**config.mk**
```make
export PLATFORM = sky130hd
export DESIGN_NAME = fifo_wr_feeder
export DESIGN_NICKNAME = d
export VERILOG_FILES = /design/src/rtl/fifo_wr_feeder.sv
export SDC_FILE = /design/constraint.sdc
export NUM_CORES = 1
export LEC_CHECK = 0
export CAP_MARGIN = 40
export CORE_AREA = 2 2 44 76
export DETAILED_ROUTE_END_ITERATION = 10
export DIE_AREA = 0 0 46 78
export GPL_TIMING_DRIVEN = 0
export PLACE_DENSITY = 0.8
export SLEW_MARGIN = 20
export SYNTH_ARGS = -nofsm -noshare
export SYNTH_HDL_FRONTEND = slang
export SYNTH_SLANG_ARGS = --single-unit
```
**constraint.sdc**
```tcl
create_clock -name W_CLK -period 3 [get_ports W_CLK]
set_input_delay 0.6 -clock W_CLK [delete_from_list [all_inputs] [get_ports W_CLK]]
set_output_delay 0.6 -clock W_CLK [all_outputs]
set_load 0.005 [all_outputs]
```
**src/rtl/fifo_wr_feeder.sv**
```systemverilog
// fifo_wr_feeder: serialises ALU results (two bytes, low byte first) and
// register-file bytes (one byte) into the write port of an async FIFO.
// One message is in flight at a time. Any strobe that arrives while busy,
// and the RF byte in an ALU/RF collision, is discarded and flagged on DROP.
module fifo_wr_feeder #(
  parameter int DATA_WIDTH = 8
) (
  input  logic                    W_CLK,
  input  logic                    W_RST,
  input  logic [2*DATA_WIDTH-1:0] ALU_OUT,
  input  logic                    ALU_VLD,
  input  logic [DATA_WIDTH-1:0]   RF_RD_DATA,
  input  logic                    RF_RD_VLD,
  input  logic                    FULL,
  output logic [DATA_WIDTH-1:0]   WR_DATA,
  output logic                    W_INC,
  output logic                    BUSY,
  output logic                    DROP,
  output logic [7:0]              TX_CNT
);

  typedef enum logic [1:0] {
    IDLE  = 2'd0,
    WR_LO = 2'd1,
    WR_HI = 2'd2,
    WR_RF = 2'd3
  } state_t;

  state_t                  state_q, state_d;
  logic [2*DATA_WIDTH-1:0] hold_q, hold_d;
  logic [DATA_WIDTH-1:0]   wr_data_q, wr_data_d;
  logic                    drop_q, drop_d;
  logic [7:0]              cnt_q, cnt_d;
  // Low through the first edge after reset release, so a strobe landing on
  // that edge is ignored rather than racing the reset deassertion.
  logic                    arm_q;

  logic alu_stb, rf_stb, xfer;

  assign alu_stb = ALU_VLD & arm_q;
  assign rf_stb  = RF_RD_VLD & arm_q;
  // A transfer happens on any edge where a message is pending and FIFO has room.
  assign xfer    = (state_q != IDLE) & ~FULL;

  // State register plus datapath registers, async active-low reset.
  always_ff @(posedge W_CLK or negedge W_RST) begin
    if (!W_RST) begin
      state_q   <= IDLE;
      hold_q    <= '0;
      wr_data_q <= '0;
      drop_q    <= 1'b0;
      cnt_q     <= '0;
      arm_q     <= 1'b0;
    end else begin
      state_q   <= state_d;
      hold_q    <= hold_d;
      wr_data_q <= wr_data_d;
      drop_q    <= drop_d;
      cnt_q     <= cnt_d;
      arm_q     <= 1'b1;
    end
  end

  // Next-state, hold/byte selection and discard detection.
  always_comb begin
    state_d   = state_q;
    hold_d    = hold_q;
    wr_data_d = wr_data_q;
    drop_d    = 1'b0;
    cnt_d     = cnt_q;

    if (xfer) cnt_d = cnt_q + 8'd1;

    case (state_q)
      IDLE: begin
        if (alu_stb) begin
          // ALU has priority; a simultaneous RF byte is lost.
          hold_d    = ALU_OUT;
          wr_data_d = ALU_OUT[DATA_WIDTH-1:0];
          state_d   = WR_LO;
          drop_d    = rf_stb;
        end else if (rf_stb) begin
          wr_data_d = RF_RD_DATA;
          state_d   = WR_RF;
        end
      end
      WR_LO: begin
        drop_d = alu_stb | rf_stb;
        if (!FULL) begin
          wr_data_d = hold_q[2*DATA_WIDTH-1:DATA_WIDTH];
          state_d   = WR_HI;
        end
      end
      WR_HI, WR_RF: begin
        // Last byte keeps WR_DATA as-is; only the state returns to IDLE.
        drop_d = alu_stb | rf_stb;
        if (!FULL) state_d = IDLE;
      end
      default: state_d = IDLE;
    endcase
  end

  assign WR_DATA = wr_data_q;
  assign W_INC   = xfer;
  assign BUSY    = (state_q != IDLE);
  assign DROP    = drop_q;
  assign TX_CNT  = cnt_q;

endmodule

```
==> results.md <==
* Outcome: complete, no violations
* Max-slew violations at 0
* Final Cell Area at 1876 um2
* Final #Nets at 187
* Die footprint at 3588 um2
* Synth Instances at 105
* Slew @ Worst Pin at 0.6052 ns
* CTS max path bufs at 2
* Worst R2R Start: state_q[0]
* Cell Area, Placed at 1821 um2
* Final HPWL DP at 2218 um
* Clk_lat worst skew at 0.27 ns
* Crit Path Max Fanout at 7
* CTS Hold Bufs at 0
* Drt first pass iters at 4
* Rows at 26
* IR Drop Worst-Case VDD at 0.5166 mV
* CTS tree: done
* Antenna diodes at 0
* IO Pins at 48
* # fillers at 249
* Post-synthesis area per instance at 12.57 um2
* Final Critical Period at 2.576 ns
* CP arrival at 1.98 ns
* DR iter-0 viols at 16
* Grt peak-use layer: met2
* Critical Path Source: FULL
* CP Launch Type: primary input
* YS warnings at 0
* Worst hold-check path type: primary input to async pin
* Area Overhead vs Synth at 42.09%
* GR Overflow Total at 0
* R2R Setup Slk at 1.52 ns
* Fmax at 0.3882 GHz
* Critical Path Sink Type: primary output
* Final setup viols at 0
* Worst-case reg-to-reg path depth at 3
* RSZ-0062 raised after global routing: no
* FF-to-FF End: hold_q[9]
* Post-CTS setup buffer count at 0
* #FFs+latches synth at 28
* Initial core utilization at 45.09%
* Sum Neg Setup Slack at 0 ns
* Rel. slew slack at 59.66%
* Final GP Congestion at 0.6406
* Core Footprint at 2928 um2
* CP Capture Point: W_INC
* Final hold violation count at 0
* H-tree levels at 1
* Count of unique library cells instantiated by Yosys at 27
* Fin crit share at 85.87%
* Max_cap viols at 0
* DRC viols at 0
* Buffers on Ports at 47
* Syn Std Cell Area at 1320 um2
* Initial antenna violation count at 0
* GR met2 Demand/Resource at 30.83%
* Met1 GRT Util at 20.00%
* Vias per cell at 5.272
* Setup Skew at 0.002455 ns
* Total GRT Usage at 17.83%
* Critical Path RT at 2.40 ns
* Clock Pin Slew Worst Setup and Hold Paths at 0.09 ns
* Post-Route Hold Slack at 0.3233 ns
* Die Height at 78 um
* Yosys top cell area share at 53.08%
* Total CTS buffers at 3
* Clock Sinks at 28
* Pin count of the biggest net entering global routing at 29
* Syn Nets at 135
* Share of layout cells above drive strength 1 at 19.87%
* Sequential area share after synthesis at 53.08%
* LEAKAGE at 0.8136 nW
* Cell taking the most area after synthesis: dfrtp_1
* Antenna viol nets, final at 0
* Routing usage on met3 at 3.256%
* Synth area leaders: dfrtp_1 (53%), mux2_2 (15%), mux2i_1 (6.8%), a21oi_1 (3.4%), xnor2_1 (3.3%)
* Routed wire per std cell at 15.18 um
* WL final at 2794 um
* First-pass GRT wire length at 4761 um
* Vias in the first global route at 1096
* Via count at 970
* Post-cts repair resize count at 0
* Power Density at 793.7 nW/um2
* Critical path type: primary input to primary output
* Die X-Extent at 46 um
* Root Buffer: clkbuf_8
-- per-stage QoR --
step | utilization (%) | power, mW | worst slack [ns] | instances
after floorplan | - | 0.9476 | 1.483 | 105
after global placement | 62.35 | 1.242 | 0.4371 | 180
after detailed placement | 62.18 | 1.278 | 0.4206 | 180
after CTS | 64.06 | 1.510 | 0.4226 | 184
after global routing | 64.06 | 1.595 | 0.3583 | 184
final | 64.06 | 1.489 | 0.4240 | 184
-- worst min-delay path by stage --
stage	start	endpoint	cells after the start
3_3_place_gp	TX_CNT[7]	TX_CNT[7]	1
5_1_grt	W_RST	TX_CNT[7]	1
6_report	W_RST	TX_CNT[7]	1
3_5_place_dp	TX_CNT[7]	TX_CNT[7]	1
2_1_floorplan	W_RST	DROP	0
4_1_cts	W_RST	TX_CNT[7]	1
-- layout by cell type (no fill, tap or decap), drive strengths merged --
master         count
a21oi              9
and3               1
clkbuf             4
o31ai              1
nand2b             2
ha                 1
and4               1
nand4              2
xor2               2
buf                5
mux2i              9
o21ba              1
xnor2              5
nand4b             1
or2                1
nand2              4
nand3              2
nor2               9
o211ai             1
dfrtp             28
maj3               1
and2               1
clkdlybuf4s50     46
o21ai              1
mux2              17
conb               1
-- synth_stat cells --
cell and number:
dfrtp_1 28, mux2_2 17, a21oi_1 9, mux2i_1 9
nor2_1 8, xnor2_1 5, nand2_1 3, buf_2 2
buf_6 2, nand2b_1 2, nand3_2 2, nand4_1 2
xor2_1 2, and2_1 1, and3_1 1, and4_4 1
conb_1 1, ha_1 1, maj3_1 1, nand2_2 1
nand4b_1 1, nor2_4 1, o211ai_1 1, o21ai_1 1
o21ba_1 1, o31ai_1 1, or2_1 1
-- power breakdown --
part           internal (mW)  switching (mW)
logic                  0.400           0.205
clock network          0.117           0.110
registers              0.536           0.120
total                   1.05           0.435
-- routing by layer --
layer | up-vias | wire length (um)
li1 | 466 | -
met1 | 471 | 999
met2 | 29 | 1616
met3 | 4 | 137
met4 | 0 | 40
met5 | - | 0
-- cell families after synthesis --
group	after synthesis	synth area share, %
compound gates	13	5.687
other cells	1	0.2841
flops	28	53.08
buf+inv	4	2.464
fa+ha+maj	2	1.706
mux	26	21.33
xor+xnor	7	4.645
simple gates	24	10.81
-- registers in the layout (all words and copies together), names as in the netlist --
register  count
TX_CNT        8
WR_DATA       8
hold_q        8
state_q       2
DROP          1
arm_q         1
-- critical path, cell delays in order --
cell             delay (ns)
clkdlybuf4s50_1        0.49
o21ba_1                0.27
buf_6                  0.12
clkdlybuf4s50_1        0.50
-- layout make-up --
class	instances	area [um2]	area share [%]
Sequential cell	28	700.7	37.36
Multi-Input combinational cell	73	586.8	31.29
Timing Repair Buffer	47	465.4	24.82
Clock buffer	4	55.05	2.935
Tap cell	28	35.03	1.868
Buffer	4	32.53	1.734
No activity file was read; power rests on OpenSTA's default activity.
